$ cat src/rtl/cpu_mem_iface_pkg.sv
// ----------------------------------------------------------------------------
// cpu_mem_iface_pkg
// Shared types and helpers for the CPU-to-byte-bus memory interface.
//   ByteW              : width of one memory bus transfer
//   ReqDataSz          : CPU request size code (8/16/32/48-bit)
//   MemIfaceState      : control FSM states of cpu_mem_iface
//   req_size_to_nbytes : number of byte transfers for a request size
// ----------------------------------------------------------------------------
package cpu_mem_iface_pkg;

    localparam int unsigned ByteW = 8;

    typedef enum logic [1:0] {
        ReqSz8  = 2'd0,
        ReqSz16 = 2'd1,
        ReqSz32 = 2'd2,
        ReqSz48 = 2'd3   // instruction fetch, read only
    } ReqDataSz;

    typedef enum logic [1:0] {
        MifIdle  = 2'd0,
        MifIssue = 2'd1,
        MifDone  = 2'd2
    } MemIfaceState;

    function automatic logic [2:0] req_size_to_nbytes(input ReqDataSz sz);
        logic [2:0] n;
        case (sz)
            ReqSz8:  n = 3'd1;
            ReqSz16: n = 3'd2;
            ReqSz32: n = 3'd4;
            ReqSz48: n = 3'd6;
            default: n = 3'd1;
        endcase
        return n;
    endfunction

endpackage

$ cat src/rtl/cpu_mem_iface_if.sv
// ----------------------------------------------------------------------------
// cpu_mem_iface_if
// Byte-wide external memory bus with a req/ack handshake.
//   mem_req   : byte transfer request (master -> slave)
//   mem_we    : 1 = write, 0 = read, valid while mem_req = 1
//   mem_addr  : byte address
//   mem_wdata : write byte
//   mem_ack   : transfer completes on an edge with mem_req & mem_ack
//   mem_rdata : read byte, sampled on the ack edge
// Modports: master (the interface unit), slave (the memory).
// ----------------------------------------------------------------------------
interface cpu_mem_iface_if #(
    parameter int unsigned ADDR_WIDTH = 32
) ();
    import cpu_mem_iface_pkg::*;

    logic                  mem_req;
    logic                  mem_we;
    logic [ADDR_WIDTH-1:0] mem_addr;
    logic [ByteW-1:0]      mem_wdata;
    logic                  mem_ack;
    logic [ByteW-1:0]      mem_rdata;

    modport master (
        output mem_req,
        output mem_we,
        output mem_addr,
        output mem_wdata,
        input  mem_ack,
        input  mem_rdata
    );

    modport slave (
        input  mem_req,
        input  mem_we,
        input  mem_addr,
        input  mem_wdata,
        output mem_ack,
        output mem_rdata
    );

endinterface

$ cat src/rtl/cpu_mem_iface.sv
// ----------------------------------------------------------------------------
// cpu_mem_iface
// Serialises one CPU read/write request (8/16/32-bit data or 48-bit fetch)
// into little-endian byte transfers on the external memory bus and assembles
// read bytes into the CPU data-in word. The CPU is stalled (cpu_enable_o = 0)
// while a request is pending or in flight.
// Ports:
//   clk_i, rst_i     : clock, synchronous active-high reset
//   cpu_req_rd_i     : read request (level)
//   cpu_req_wr_i     : write request (level)
//   cpu_req_size_i   : ReqDataSz code
//   cpu_addr_i       : start byte address
//   cpu_wdata_i      : write data, low bytes used
//   cpu_enable_o     : 0 stalls the CPU
//   cpu_rdata_o      : last successful read result, zero-extended
//   cpu_done_o       : one-cycle completion pulse
//   cpu_bus_err_o    : error pulse, coincident with cpu_done_o
//   mem_if           : byte bus (master side)
// ----------------------------------------------------------------------------
module cpu_mem_iface
    import cpu_mem_iface_pkg::*;
#(
    parameter int unsigned ADDR_WIDTH     = 32,
    parameter int unsigned DATA_MAX_WIDTH = 48,
    parameter int unsigned TIMEOUT_CYCLES = 64
) (
    input  logic                      clk_i,
    input  logic                      rst_i,
    input  logic                      cpu_req_rd_i,
    input  logic                      cpu_req_wr_i,
    input  logic [1:0]                cpu_req_size_i,
    input  logic [ADDR_WIDTH-1:0]     cpu_addr_i,
    input  logic [31:0]               cpu_wdata_i,
    output logic                      cpu_enable_o,
    output logic [DATA_MAX_WIDTH-1:0] cpu_rdata_o,
    output logic                      cpu_done_o,
    output logic                      cpu_bus_err_o,
    cpu_mem_iface_if.master           mem_if
);

    // Timeout counter counts 0..TIMEOUT_CYCLES-1 ISSUE cycles per byte.
    localparam int unsigned TmoW    = (TIMEOUT_CYCLES > 1) ? $clog2(TIMEOUT_CYCLES) : 1;
    localparam logic [TmoW-1:0] TmoLast = TmoW'(TIMEOUT_CYCLES - 1);

    MemIfaceState              state_q, state_d;
    logic [ADDR_WIDTH-1:0]     addr_q, addr_d;
    ReqDataSz                  size_q, size_d;
    logic [31:0]               wdata_q, wdata_d;
    logic                      we_q, we_d;
    logic                      err_q, err_d;
    logic [2:0]                cnt_q, cnt_d;
    logic [TmoW-1:0]           tmo_q, tmo_d;
    logic [DATA_MAX_WIDTH-1:0] asm_q, asm_d;
    logic [DATA_MAX_WIDTH-1:0] rdata_q, rdata_d;

    logic       req_present;
    logic       req_illegal;
    logic [2:0] last_idx;
    logic [5:0] byte_shift;
    logic [31:0] wdata_shifted;

    assign req_present = cpu_req_rd_i | cpu_req_wr_i;
    assign req_illegal = (cpu_req_rd_i & cpu_req_wr_i)
                       | (cpu_req_wr_i & (cpu_req_size_i == 2'd3));
    assign last_idx    = req_size_to_nbytes(size_q) - 3'd1;
    assign byte_shift  = {cnt_q, 3'b000};

    // ------------------------------------------------------------------------
    // State register
    // ------------------------------------------------------------------------
    always_ff @(posedge clk_i) begin
        if (rst_i) begin
            state_q <= MifIdle;
            addr_q  <= '0;
            size_q  <= ReqSz8;
            wdata_q <= '0;
            we_q    <= 1'b0;
            err_q   <= 1'b0;
            cnt_q   <= '0;
            tmo_q   <= '0;
            asm_q   <= '0;
            rdata_q <= '0;
        end else begin
            state_q <= state_d;
            addr_q  <= addr_d;
            size_q  <= size_d;
            wdata_q <= wdata_d;
            we_q    <= we_d;
            err_q   <= err_d;
            cnt_q   <= cnt_d;
            tmo_q   <= tmo_d;
            asm_q   <= asm_d;
            rdata_q <= rdata_d;
        end
    end

    // ------------------------------------------------------------------------
    // Next-state logic
    // ------------------------------------------------------------------------
    always_comb begin
        state_d = state_q;
        addr_d  = addr_q;
        size_d  = size_q;
        wdata_d = wdata_q;
        we_d    = we_q;
        err_d   = err_q;
        cnt_d   = cnt_q;
        tmo_d   = tmo_q;
        asm_d   = asm_q;
        rdata_d = rdata_q;

        unique case (state_q)
            MifIdle: begin
                if (req_present) begin
                    addr_d  = cpu_addr_i;
                    size_d  = ReqDataSz'(cpu_req_size_i);
                    wdata_d = cpu_wdata_i;
                    we_d    = cpu_req_wr_i;
                    cnt_d   = '0;
                    tmo_d   = '0;
                    // Cleared here so unused upper bytes read back as zero.
                    asm_d   = '0;
                    if (req_illegal) begin
                        err_d   = 1'b1;
                        state_d = MifDone;
                    end else begin
                        err_d   = 1'b0;
                        state_d = MifIssue;
                    end
                end
            end

            MifIssue: begin
                // An ack on the timeout cycle still completes the byte.
                if (mem_if.mem_ack) begin
                    if (!we_q) begin
                        asm_d[byte_shift +: 8] = mem_if.mem_rdata;
                    end
                    cnt_d = cnt_q + 3'd1;
                    tmo_d = '0;
                    if (cnt_q == last_idx) begin
                        state_d = MifDone;
                        if (!we_q) begin
                            rdata_d = asm_d;
                        end
                    end
                end else if (TIMEOUT_CYCLES > 0) begin
                    if (tmo_q == TmoLast) begin
                        err_d   = 1'b1;
                        state_d = MifDone;
                    end else begin
                        tmo_d = tmo_q + 1'b1;
                    end
                end
            end

            MifDone: begin
                state_d = MifIdle;
            end

            default: begin
                state_d = MifIdle;
            end
        endcase
    end

    // ------------------------------------------------------------------------
    // Outputs
    // ------------------------------------------------------------------------
    assign wdata_shifted = wdata_q >> byte_shift;

    assign cpu_enable_o  = !((state_q == MifIssue) || ((state_q == MifIdle) && req_present));
    assign cpu_rdata_o   = rdata_q;
    assign cpu_done_o    = (state_q == MifDone);
    assign cpu_bus_err_o = (state_q == MifDone) && err_q;

    assign mem_if.mem_req   = (state_q == MifIssue);
    assign mem_if.mem_we    = (state_q == MifIssue) && we_q;
    assign mem_if.mem_addr  = addr_q + ADDR_WIDTH'(cnt_q);
    assign mem_if.mem_wdata = wdata_shifted[7:0];

endmodule
$ cat src/flat_wrapper.sv
// flat-port wrapper written by rule: the top's interface ports become plain ports
module cpu_mem_iface_flat import cpu_mem_iface_pkg::*;
#(
    parameter int unsigned ADDR_WIDTH     = 32,
    parameter int unsigned DATA_MAX_WIDTH = 48,
    parameter int unsigned TIMEOUT_CYCLES = 64
)
  (clk_i, rst_i, cpu_req_rd_i, cpu_req_wr_i, cpu_req_size_i, cpu_addr_i, cpu_wdata_i, cpu_enable_o, cpu_rdata_o, cpu_done_o, cpu_bus_err_o, mem_if_mem_req, mem_if_mem_we, mem_if_mem_addr, mem_if_mem_wdata, mem_if_mem_ack, mem_if_mem_rdata);
  cpu_mem_iface_if #(.ADDR_WIDTH(ADDR_WIDTH)) mem_if_i ();
  input  logic clk_i;
  input  logic rst_i;
  input  logic cpu_req_rd_i;
  input  logic cpu_req_wr_i;
  input  logic [1:0] cpu_req_size_i;
  input  logic [ADDR_WIDTH-1:0] cpu_addr_i;
  input  logic [31:0] cpu_wdata_i;
  output logic cpu_enable_o;
  output logic [DATA_MAX_WIDTH-1:0] cpu_rdata_o;
  output logic cpu_done_o;
  output logic cpu_bus_err_o;
  output wire logic [$bits(mem_if_i.mem_req)-1:0] mem_if_mem_req;
  output wire logic [$bits(mem_if_i.mem_we)-1:0] mem_if_mem_we;
  output wire logic [$bits(mem_if_i.mem_addr)-1:0] mem_if_mem_addr;
  output wire logic [$bits(mem_if_i.mem_wdata)-1:0] mem_if_mem_wdata;
  input wire logic [$bits(mem_if_i.mem_ack)-1:0] mem_if_mem_ack;
  input wire logic [$bits(mem_if_i.mem_rdata)-1:0] mem_if_mem_rdata;
  assign mem_if_mem_req = mem_if_i.mem_req;
  assign mem_if_mem_we = mem_if_i.mem_we;
  assign mem_if_mem_addr = mem_if_i.mem_addr;
  assign mem_if_mem_wdata = mem_if_i.mem_wdata;
  assign mem_if_i.mem_ack = mem_if_mem_ack;
  assign mem_if_i.mem_rdata = mem_if_mem_rdata;
  cpu_mem_iface #(.ADDR_WIDTH(ADDR_WIDTH), .DATA_MAX_WIDTH(DATA_MAX_WIDTH), .TIMEOUT_CYCLES(TIMEOUT_CYCLES)) u_core (.clk_i(clk_i), .rst_i(rst_i), .cpu_req_rd_i(cpu_req_rd_i), .cpu_req_wr_i(cpu_req_wr_i), .cpu_req_size_i(cpu_req_size_i), .cpu_addr_i(cpu_addr_i), .cpu_wdata_i(cpu_wdata_i), .cpu_enable_o(cpu_enable_o), .cpu_rdata_o(cpu_rdata_o), .cpu_done_o(cpu_done_o), .cpu_bus_err_o(cpu_bus_err_o), .mem_if(mem_if_i));
endmodule
$ cat config.mk
export PLATFORM = sky130hd
export DESIGN_NAME = cpu_mem_iface_flat
export DESIGN_NICKNAME = d
export VERILOG_FILES = /design/src/rtl/cpu_mem_iface_pkg.sv /design/src/rtl/cpu_mem_iface_if.sv /design/src/rtl/cpu_mem_iface.sv /design/src/flat_wrapper.sv
export SDC_FILE = /design/constraint.sdc
export NUM_CORES = 1
export LEC_CHECK = 0
export ABC_AREA = 1
export CORE_MARGIN = 10
export CORE_UTILIZATION = 53
export DETAILED_ROUTE_END_ITERATION = 10
export PLACE_DENSITY_LB_ADDON = 0.08
export SETUP_SLACK_MARGIN = 0.4
export SYNTH_ARGS = -nofsm -noshare
export SYNTH_HDL_FRONTEND = slang
export SYNTH_SLANG_ARGS = --single-unit
$ cat constraint.sdc
create_clock -name clk_i -period 2.8 [get_ports clk_i]
set_input_delay 0.28 -clock clk_i [delete_from_list [all_inputs] [get_ports clk_i]]
set_output_delay 0.28 -clock clk_i [all_outputs]
set_load 0.01 [all_outputs]
==> results of run 1 <==
layout make-up:
| type | count | area, um^2 | share of cell area, % |
|---|---|---|---|
| Clock inverter | 14 | 195 | 1.66 |
| Clock buffer | 18 | 439 | 3.74 |
| Sequential cell | 175 | 3510 | 29.9 |
| Timing Repair Buffer | 203 | 1910 | 16.3 |
| Antenna cell | 1 | 2.50 | 0.0213 |
| Multi-Input combinational cell | 971 | 4780 | 40.8 |
| Tap cell | 220 | 275 | 2.35 |
| Inverter | 160 | 613 | 5.22 |
cells by family (layout without fill, tap and decap cells):
kind of cell	Yosys count	count (layout)
other cells	0	1
simple gates	723	724
fa+ha+maj	9	9
flops	175	175
compound gates	214	214
buf+inv	224	395
xor+xnor	24	24
per-stage QoR:
step / std cells / utilization, % / hold slack [ps] / worst slack (ps)
2_1_floorplan: 1369 / - / 441 / 470
3_3_place_gp: 1712 / 64.8 / 447 / 252
3_5_place_dp: 1712 / 64.8 / 453 / 207
4_1_cts: 1756 / 69.8 / 449 / 247
5_1_grt: 1762 / 70.8 / 478 / 261
6_report: 1762 / 70.8 / 459 / 365
sequential cells by signal (all words and copies together) (netlist names):
name and count:
u_core.err_q 1, u_core.cpu_rdata_o 48, u_core.tmo_q 6, u_core.wdata_q 32, u_core.addr_q 32, u_core.size_q 2, u_core.state_q 2, u_core.we_q 1
u_core.cnt_q 3, u_core.asm_q 48
per-layer routing:
layer | global-route usage [%] | routed length, um | vias to the layer above
li1 | - | - | 4595
met4 | 5.93 | 369 | 0
met1 | 29.9 | 11700 | 4085
met2 | 36.3 | 12400 | 266
met3 | 4.83 | 1530 | 30
met5 | 0 | 0 | -
worst register-to-register path, stage by stage, from the launching register on:
cell,delay (ps)
dfxtp_2,350
buf_4,140
buf_6,170
inv_4,100
ha_4,180
ha_4,320
inv_4,80
nor2_8,180
nand3_4,150
buf_12,170
o21ai_2,130
nand2_1,80
a21oi_2,130
cell usage in the layout (no fill, tap or decap), types with 16 or more instances in the layout:
cell,count
inv_1,146
nor2_1,239
dfxtp_1,169
nand2_1,349
xor2_1,17
clkbuf_16,17
a21oi_1,83
o21ai_0,99
buf_4,25
nor2_4,16
clkdlybuf4s50_1,132
nand3_1,52
power by group through the flow:
stage / registers (mW) / logic, mW / clock network [mW]
6_report: 2.90 / 1.74 / 2.56
3_5_place_dp: 2.95 / 1.73 / 0
5_1_grt: 2.93 / 1.94 / 2.69
3_3_place_gp: 2.94 / 1.71 / 0
2_1_floorplan: 2.93 / 1.02 / 0
4_1_cts: 2.89 / 1.72 / 2.60
how the worst min path moves through the flow:
stage                                  startpoint                               to  slack, ps
finish                            cpu_wdata_i[22]  u_core.wdata_q[22]$_SDFFE_PP0P_        460
CTS                               cpu_wdata_i[24]  u_core.wdata_q[24]$_SDFFE_PP0P_        450
detailed placement  u_core.asm_q[23]$_SDFFE_PP0P_    u_core.asm_q[23]$_SDFFE_PP0P_        450
global placement    u_core.asm_q[18]$_SDFFE_PP0P_    u_core.asm_q[18]$_SDFFE_PP0P_        450
global route        u_core.asm_q[12]$_SDFFE_PP0P_    u_core.asm_q[12]$_SDFFE_PP0P_        480
floorplan           u_core.asm_q[16]$_SDFFE_PP0P_    u_core.asm_q[16]$_SDFFE_PP0P_        440
Yosys cell counts (3+ instances only):
cell	instances
o21ai_1	8
nor3_1	12
nand4_1	14
o21bai_1	8
nand3_4	3
nor2_4	4
o21ai_0	100
nand3_2	3
xnor2_1	7
buf_6	6
nand2_1	360
inv_1	150
o21ai_2	7
nand3b_1	5
or2_2	3
nor2_1	255
clkbuf_1	26
buf_2	23
inv_2	6
nand2_2	4
ha_1	8
nand3_1	52
dfxtp_1	175
buf_4	6
xor2_1	17
a21oi_1	84
what timing repair did:
item                                   CTS  global route
hold buffers                             0             0
setup endpoints to repair               60           123
setup buffers                           12             4
endpoints found under the hold margin    0             0
cloned                                   0             1
pin swaps                               11            16
gates resized for setup                 95            88
==> results.md, run 1 <==
- Average wire per cell in the routed design: 14.7 um
- # DRC: 0
- Global-route wire length before repair: 41.5 mm
- Classification of the worst setup path: reg2out
- Post-place instance area: 10700 um^2
- Worst r2r dst: u_core.asm_q[30]$_SDFFE_PP0P_
- Slew Limit Headroom: 38.2%
- Fin area: 11700 um^2
- Adder and majority cell fraction of the synthesized area: 1.34%
- Via count of the routed design: 8976
- Buffers added on ports: 171
- Crit-path cells: ha_4 -> nand2_4 -> nor2_4 -> nor2_4 -> buf_4 -> inv_1 -> nand2_2 -> nor2_4 -> nand2_1 -> nand2_1 -> nand2_1 -> dlygate4sd2_1
- Post-DRT Antenna Nets: 0
- Part of the Yosys area used for sequential elements: 39.1%
- Yosys cell types: 43
- Count of flip-flops with a built-in enable after synthesis: 0
- Worst voltage drop across the vdd grid: 0.521 mV
- Clock tree from TritonCTS: yes
- Area fraction in compound gates after synthesis: 12.7%
- Cells on Worst Hold Path: 3
- Count of mapped cells out of synthesis: 1369
- Leak: 5.03 nW
- Worst setup slack for register-to-register paths: 540 ps
- Final cycle utilization of the critical path: 87.0%
- Vias in the first global route: 8180
- Startpoint types: flop
- Synthesized-area fraction occupied by xor and xnor cells: 2.35%
- Dominant cells by area after synthesis: dfxtp_1 39%, nand2_1 15%, nor2_1 11%, inv_1 6.3%, o21ai_0 5.6%
- Internal power contribution: 4.89 mW
- Placeable core region: 16600 um^2
- Min cycle time layout: 2430 ps
- Arrival time at the worst endpoint: 2150 ps
- Crit-path max cell delay: 340 ps
- Clock network latency to the later pin of the worst-skew pair: 440 ps
- Detailed-placement wirelength estimate: 18.2 mm
- RSZ-0062 raised after global routing: yes
- Area Overhead vs Synth: 31.1%
- Starting density of the core: 54.0%
- Main combinational cell family by area after synthesis: simple AND/OR/NAND/NOR gates
- Number of fill cells in the layout: 1457
- Sinks on Clock Net: 175
- Share of cell area taken by muxes after synthesis: 0%
- Net Sw Frac: 32.0%
- Critical path capture point: mem_if_mem_addr[31]
- Worst hold-check path type: in2reg
- Maximum number of pins on one net before global-route repair: 81
- Achievable clock frequency: 411 MHz
- Number of flip-flops and latches in the synthesized netlist: 175
- Result of the run: finished, final reports clean
- Highest net fanout along the worst path: 4
- Number of warnings reported in the yosys synthesis log: 0
- CP endpoint kind: primary output
- Post-layout net count: 1616
- Power share of the combinational group: 24.1%
- 1st-pass router iterations: 6
- Total global-route track usage: 22.5%
- Number of antenna violations at the first check in global routing: 1
- GR Overflow Total: 0
- Async set or reset register ratio after synthesis: 0%
- Power per Cell Area: 614 nW/um^2
- Total power of the final layout: 7.20 mW
- Sequential share of power: 40.3%
- Clock root buffer master: clkbuf_16
- Detailed-route wire length: 26.0 mm
- Maximum number of buffers from clock root to sink: 2
- Area of the mapped netlist: 8960 um^2
- Setup TNS: 0 ps
- Flip-flop cell with the highest count after synthesis: dfxtp_1
- Height of the die: 150 um
- Total CTS buffers: 17
- Die span in x: 150 um
- Max Clock Skew: 9.46 ps
- Critical Path Stages: 12
- Number of endpoints failing setup at the final stage: 0
- Largest delay contributor family on the critical path: simple AND/OR/NAND/NOR gates
- DRT iter0 DRCs: 668
- Layout cells sized above 1: 11.7%
- Simple-gate portion of the synthesized area: 33.8%
- Reg2Reg Depth: 12
- Buffers and inverters on the worst path: 3
- Final-report hold violation count: 0
- Net switching power of the design: 2.31 mW
- Slew of the pin with the lowest slew margin: 926 ps
- Number of rows in the core area: 47
- Max capacitance violation total: 0
- Worst Path Required: 2520 ps
- Final-report max-slew violation count: 0
- Syn_area_per_cell: 6.54 um^2
- Slowest-stage cell, CP: dfxtp_2
- Boundary Pins: 172
- Number of H-tree branching levels: 4
- RD Place Congestion: 0.939
- Clock slew at the register clock pins of the worst setup and hold paths: 70 ps
- Biggest area consumer among synthesized cells: dfxtp_1
- Die area: 22500 um^2
- Startpoint of the worst-slack reg-to-reg timing path: u_core.cnt_q[1]$_SDFFE_PP0P_
- Detailed-route vias per instance: 5.09
- Fraction of synthesized cell area taken by the top area cell type: 39.1%
- Start point of the critical path: u_core.cnt_q[2]$_SDFFE_PP0P_
- Portion of total power attributed to the clock network: 35.6%
- Syn nets: 1457
Note: power is estimated with default switching activity, not from simulation.
==> run 2: changes to the inputs <==
Settings changed: CAP_MARGIN from default to 10, PLACE_DENSITY from default to 0.81, PLACE_DENSITY_LB_ADDON 0.08 to default.
==> run 2 against run 1 <==
Final cell count grew 0.11%. Total power shrank 2.3%. Setup slack lost 64 ps. Wire length shrank 0.16%. Critical path type unchanged. Flip-flop and latch count is the same. Global-route usage shrank 0.35 points.
==> results.md, run 2 (same netlist as run 1, synthesis figures left out) <==
- Boundary Pins: 172 (unchanged)
- Arrival time at the worst endpoint: 2220 ps (+70 ps)
- Net switching power of the design: 2.27 mW (-1.4%)
- Sequential share of power: 41.3% (+1.0 points)
- Number of endpoints failing setup at the final stage: 0 (unchanged)
- Leading cell type in the layout, fill and taps excluded: nand2_1
- Number of standard cells in the layout, taps in and fillers out: 1764 (+0.11%)
- Sinks on Clock Net: 175 (unchanged)
- Startpoint of the worst-slack reg-to-reg timing path: u_core.cnt_q[0]$_SDFFE_PP0P_
- Post-place instance area: 10700 um^2 (about the same)
- Startpoint types: flop
- Leak: 5.01 nW (-0.43%)
- Number of antenna violations at the first check in global routing: 1 (unchanged)
- Most used cells in the layout excluding fill and tap cells: 355 x nand2_1, 241 x nor2_1, 168 x dfxtp_1
- Total CTS buffers: 17 (unchanged)
- Start point of the critical path: u_core.cnt_q[0]$_SDFFE_PP0P_
- RD Place Congestion: 0.929 (-1.1%)
- Internal power contribution: 4.76 mW (-2.8%)
- Vias in the first global route: 8206 (+0.32%)
- Number of rows in the core area: 47 (unchanged)
- Worst hold-check path type: in2reg
- # DRC: 0 (unchanged)
- Die span in x: 150 um (unchanged)
- Clock root buffer master: clkbuf_16
- Clock slew at the register clock pins of the worst setup and hold paths: 70 ps (about the same)
- Highest net fanout along the worst path: 5 (+1)
- GR Overflow Total: 0 (unchanged)
- Post-DRT Antenna Nets: 0 (unchanged)
- Post-layout net count: 1618 (+0.12%)
- Reg2Reg Depth: 12 (unchanged)
- Worst Path Required: 2520 ps (about the same)
- Classification of the worst setup path: reg2out
- Setup TNS: 0 ps (unchanged)
- Critical path capture point: mem_if_mem_addr[14]
- Slew of the pin with the lowest slew margin: 688 ps (-238 ps)
- Final cycle utilization of the critical path: 89.3% (+2.3 points)
- Detailed-route vias per instance: 5.11 (+0.35%)
- Worst path setup slack after routing: 301 ps (-64.1 ps)
- Max Clock Skew: 8.36 ps (-1.10 ps)
- RSZ-0062 raised after global routing: yes
- Final-report hold violation count: 0 (unchanged)
- Average wire per cell in the routed design: 14.7 um (-0.27%)
- Min cycle time layout: 2500 ps (+64.1 ps)
- Worst-case setup slack after placement: 149 ps (-57.4 ps)
- Die area: 22500 um^2 (unchanged)
- DRT iter0 DRCs: 849 (+27%)
- Power per Cell Area: 606 nW/um^2 (-1.3%)
- Clock network latency to the later pin of the worst-skew pair: 440 ps (about the same)
- Worst voltage drop across the vdd grid: 0.485 mV (-7.0%)
- Power share of the combinational group: 24.7% (+0.6 points)
- Total global-route track usage: 22.2% (-0.35 points)
- Starting density of the core: 54.0% (unchanged)
- Hold slack final: 419 ps (-40.0 ps)
- Final core utilization: 70.0% (-0.78 points)
- 1st-pass router iterations: 6 (unchanged)
- Area Overhead vs Synth: 29.6%
- Placed Instances: 1713 (+0.058%)
- Worst r2r dst: u_core.asm_q[30]$_SDFFE_PP0P_
- Maximum number of pins on one net before global-route repair: 81 (unchanged)
- CTS Hold Bufs: 0 (unchanged)
- Slew Limit Headroom: 54.1% (+16 points)
- Number of H-tree branching levels: 4 (unchanged)
- Net Sw Frac: 32.3% (+0.29 points)
- Clock tree from TritonCTS: yes
- Worst setup slack for register-to-register paths: 460 ps (-80 ps)
- Max capacitance violation total: 0 (unchanged)
- Detailed-route wire length: 25.9 mm (-0.16%)
- Final-report max-slew violation count: 0 (unchanged)
- Achievable clock frequency: 400 MHz (-2.6%)
- Buffers added on ports: 171 (unchanged)
- Maximum number of buffers from clock root to sink: 2 (unchanged)
- Detailed-placement wirelength estimate: 18.3 mm (+0.86%)
- Result of the run: finished, final reports clean
- Portion of total power attributed to the clock network: 34.1% (-1.5 points)
- CP endpoint kind: primary output
- Via count of the routed design: 9018 (+0.47%)
- Height of the die: 150 um (unchanged)
- Total power of the final layout: 7.03 mW (-2.3%)
- Placeable core region: 16600 um^2 (unchanged)
- Global-route wire length before repair: 40.9 mm (-1.5%)
- Fin area: 11600 um^2 (-1.1%)
- Layout cells sized above 1: 11.0% (-0.73 points)
==> run 2: cell types whose count changed in the layout (fill, tap and decap cells not counted), moves of 4 or more <==
cell | before | now
buf_4 | 25 | 31
inv_8 | 6 | 2
nand2_1 | 349 | 355
nand2_2 | 12 | 6
nor2_4 | 16 | 11
==> run 2: routing by layer <==
layer	track usage (%)	routed length (um)	vias up
met1	28.1	11400	4060
li1	-	-	4594
met3	4.38	1720	50
met4	7.82	615	0
met5	0	0	-
met2	36.8	12200	314
==> run 2: timing repair <==
action / CTS / global route
endpoints found under the hold margin: 0 / 0
resized for setup: 75 / 82
setup buffers: 2 / 16
endpoints found under the setup margin: 68 / 118
pin swaps: 2 / 15
==> run 2: critical path, cell delays in order (launching register included) <==
cell           delay (ps)
dfxtp_4               350
ha_4                  170
fa_2                  420
a21oi_4               200
nor2_4                 80
nand2_4                90
nor2_2                 50
xor2_1                130
dlygate4sd2_1         290
==> run 2: final cells by class <==
class                   count  area [um^2]
clock inverters            14          155
flip-flops and latches    175         3520
repair buffers            206         1910
inverters                 160          613
clock buffers              18          429
multi-input cells         970         4710
diodes                      1         2.50
fillers                  1436         4970
well taps                 220          275
==> run 2: how the worst min path moves through the flow <==
| stage | endpoint | cells after the start | from |
|---|---|---|---|
| detailed placement | u_core.asm_q[21]$_SDFFE_PP0P_ | 2 | u_core.asm_q[21]$_SDFFE_PP0P_ |
| finish | u_core.tmo_q[5]$_SDFFE_PP0P_ | 4 | rst_i |
| global placement | u_core.asm_q[22]$_SDFFE_PP0P_ | 2 | u_core.asm_q[22]$_SDFFE_PP0P_ |
| global route | u_core.err_q$_SDFFE_PP0P_ | 4 | rst_i |
| floorplan | u_core.asm_q[16]$_SDFFE_PP0P_ | 2 | u_core.asm_q[16]$_SDFFE_PP0P_ |
| CTS | u_core.tmo_q[5]$_SDFFE_PP0P_ | 4 | rst_i |
==> run 2: power groups by stage <==
stage,logic (mW),clock network [mW],registers [mW]
global route,1.94,2.52,2.93
floorplan,1.02,0,2.93
finish,1.74,2.40,2.90
detailed placement,1.72,0,2.95
CTS,1.69,2.40,2.89
global placement,1.70,0,2.94
==> run 3: changes to the inputs <==
Settings changed: GPL_ROUTABILITY_DRIVEN from default to 0.
==> run 3 against run 2 <==
Register-to-register slack improved by 40 ps. Clock skew rose by 0.56 ps. Total power fell by 0.65%. Combinational power barely moved. Maximum frequency rose by 0.85%. Critical path depth fell by 1. Setup slack improved by 21 ps. Clock power fell by 3%. Non-clock buffer count fell by 3. Final cell count did not move.
==> results.md, run 3 (same netlist as run 1, synthesis figures left out) <==
- Final-report hold violation count: 0 (unchanged)
- Number of endpoints failing setup at the final stage: 0 (unchanged)
- GR Overflow Total: 0 (unchanged)
- Clock slew at the register clock pins of the worst setup and hold paths: 70 ps (about the same)
- Setup TNS: 0 ps (unchanged)
- Boundary Pins: 172 (unchanged)
- Layout cells sized above 1: 12.6% (+1.6 points)
- Final-report max-slew violation count: 0 (unchanged)
- Power per Cell Area: 596 nW/um^2 (-1.7%)
- Slew Limit Headroom: 48.2% (-5.9 points)
- Maximum number of buffers from clock root to sink: 2 (unchanged)
- Arrival time at the worst endpoint: 2200 ps (-20 ps)
- Min cycle time layout: 2480 ps (-21.0 ps)
- Detailed-placement wirelength estimate: 17.9 mm (-2.2%)
- Startpoint types: flop
- Total CTS buffers: 17 (unchanged)
- Most used cells in the layout excluding fill and tap cells: 346 x nand2_1, 240 x nor2_1, 166 x dfxtp_1
- Height of the die: 150 um (unchanged)
- Die area: 22500 um^2 (unchanged)
- Detailed-route wire length: 26.4 mm (+1.8%)
- Largest delay contributor family on the critical path: simple AND/OR/NAND/NOR gates
- Classification of the worst setup path: reg2out
- Post-DRT Antenna Nets: 0 (unchanged)
- Post-layout net count: 1618 (unchanged)
- Crit-path max cell delay: 530 ps (+110 ps)
- Clock tree from TritonCTS: yes
- Vias in the first global route: 8493 (+3.5%)
- Result of the run: finished, final reports clean
- CTS Hold Bufs: 0 (unchanged)
- CP endpoint kind: primary output
- Maximum number of pins on one net before global-route repair: 81 (unchanged)
- Total global-route track usage: 22.7% (+0.50 points)
- Final cycle utilization of the critical path: 88.5% (-0.75 points)
- Final core utilization: 70.7% (+0.72 points)
- Detailed-route vias per instance: 5.19 (+1.5%)
- Buffers added on ports: 171 (unchanged)
- Dominant cell type by count on the critical path: nand2_2
- Number of antenna violations at the first check in global routing: 1 (unchanged)
- Clock network latency to the later pin of the worst-skew pair: 440 ps (about the same)
- Worst voltage drop across the vdd grid: 0.510 mV (+5.2%)
- Leading cell type in the layout, fill and taps excluded: nand2_1
- Slew of the pin with the lowest slew margin: 776 ps (+88.4 ps)
- Average wire per cell in the routed design: 14.9 um (+1.8%)
- Starting density of the core: 54.0% (unchanged)
- Achievable clock frequency: 404 MHz (+0.85%)
- Crit-path cells: nand2_2 -> nor2_2 -> nand2_2 -> nor2_4 -> nand3b_1 -> nand2_1 -> clkdlybuf4s50_1
- Leak: 5.04 nW (+0.65%)
- Buffers and inverters on the worst path: 1 (unchanged)
- Placeable core region: 16600 um^2 (unchanged)
- Max capacitance violation total: 0 (unchanged)
- Max Clock Skew: 8.92 ps (+0.558 ps)
- RSZ-0062 raised after global routing: yes
- Worst hold-check path type: in2reg
- Highest net fanout along the worst path: 4 (-1)
- Area Overhead vs Synth: 31.0%
- Number of rows in the core area: 47 (unchanged)
- Worst Path Required: 2520 ps (about the same)
- Clock root buffer master: clkbuf_16
- Slowest-stage cell, CP: clkdlybuf4s50_1
- 1st-pass router iterations: 6 (unchanged)
- Sinks on Clock Net: 175 (unchanged)
- Global-route wire length before repair: 41.8 mm (+2.3%)
- # DRC: 0 (unchanged)
- Worst path setup slack after routing: 322 ps (+21.0 ps)
- Worst-case setup slack after placement: 139 ps (-10.4 ps)
- Die span in x: 150 um (unchanged)
- Number of H-tree branching levels: 4 (unchanged)
- Via count of the routed design: 9155 (+1.5%)
- DRT iter0 DRCs: 804 (-5.3%)
- Number of fill cells in the layout: 1378 (-4.0%)
## run 3: where the power goes
group | internal, mW | leakage (nW) | switching [mW]
Clock | 1.25 | 0.271 | 1.08
Combinational | 0.708 | 3.33 | 1.04
Sequential | 2.72 | 1.43 | 0.187
Total | 4.68 | 5.04 | 2.31
## run 3: repair_timing
action                                  CTS  global route
endpoints found under the setup margin   72            99
pin swaps                                 9            18
setup buffers                            10             9
gates cloned                              0             3
resized for setup                       120            81
## run 3: final timing paths
| kind | slack, ps | depth (start not counted) | startpoint | endpoint |
|---|---|---|---|---|
| setup / recovery | 320 | 7 | u_core.addr_q[4]$_SDFFE_PP0P_ | mem_if_mem_addr[27] |
| hold / removal | 460 | 4 | rst_i | u_core.tmo_q[5]$_SDFFE_PP0P_ |
| setup reg to reg | 500 | 12 | u_core.cnt_q[1]$_SDFFE_PP0P_ | u_core.asm_q[29]$_SDFFE_PP0P_ |
| hold reg to reg | 470 | 2 | u_core.asm_q[1]$_SDFFE_PP0P_ | u_core.asm_q[1]$_SDFFE_PP0P_ |
## run 3: cell type report
class | count | area, um^2 | area share [%]
flip-flops and latches | 175 | 3520 | 30.0
clock buffers | 17 | 425 | 3.63
diodes | 1 | 2.50 | 0.0213
well taps | 220 | 275 | 2.35
clock inverters | 15 | 149 | 1.27
inverters | 160 | 616 | 5.25
multi-input cells | 973 | 4820 | 41.1
repair buffers | 203 | 1920 | 16.3
## run 3: layer usage
metal / track usage [%] / vias up / part of all wire (%)
met5: 0 / - / 0
met4: 8.55 / 0 / 2.8
met3: 5.46 / 54 / 7.0
met2: 37.2 / 338 / 47
met1: 28.3 / 4153 / 43
li1: - / 4610 / -
## run 3: stage by stage
stage	cells	hold slack [ps]	total power, mW	area [um^2]
after global placement	1709	448	4.64	10700
after floorplan	1369	441	3.95	8960
after global routing	1764	468	7.35	11700
final	1764	462	6.99	11700
after CTS	1751	452	6.96	11500
after detailed placement	1709	454	4.67	10700
## run 3: worst register-to-register path, delay by kind of cell (launching register included)
| family | cells | cell delay [ps] |
|---|---|---|
| fa+ha+maj | 2 | 510 |
| compound gates | 1 | 140 |
| buf+inv | 5 | 690 |
| simple gates | 4 | 540 |
| flops | 1 | 360 |
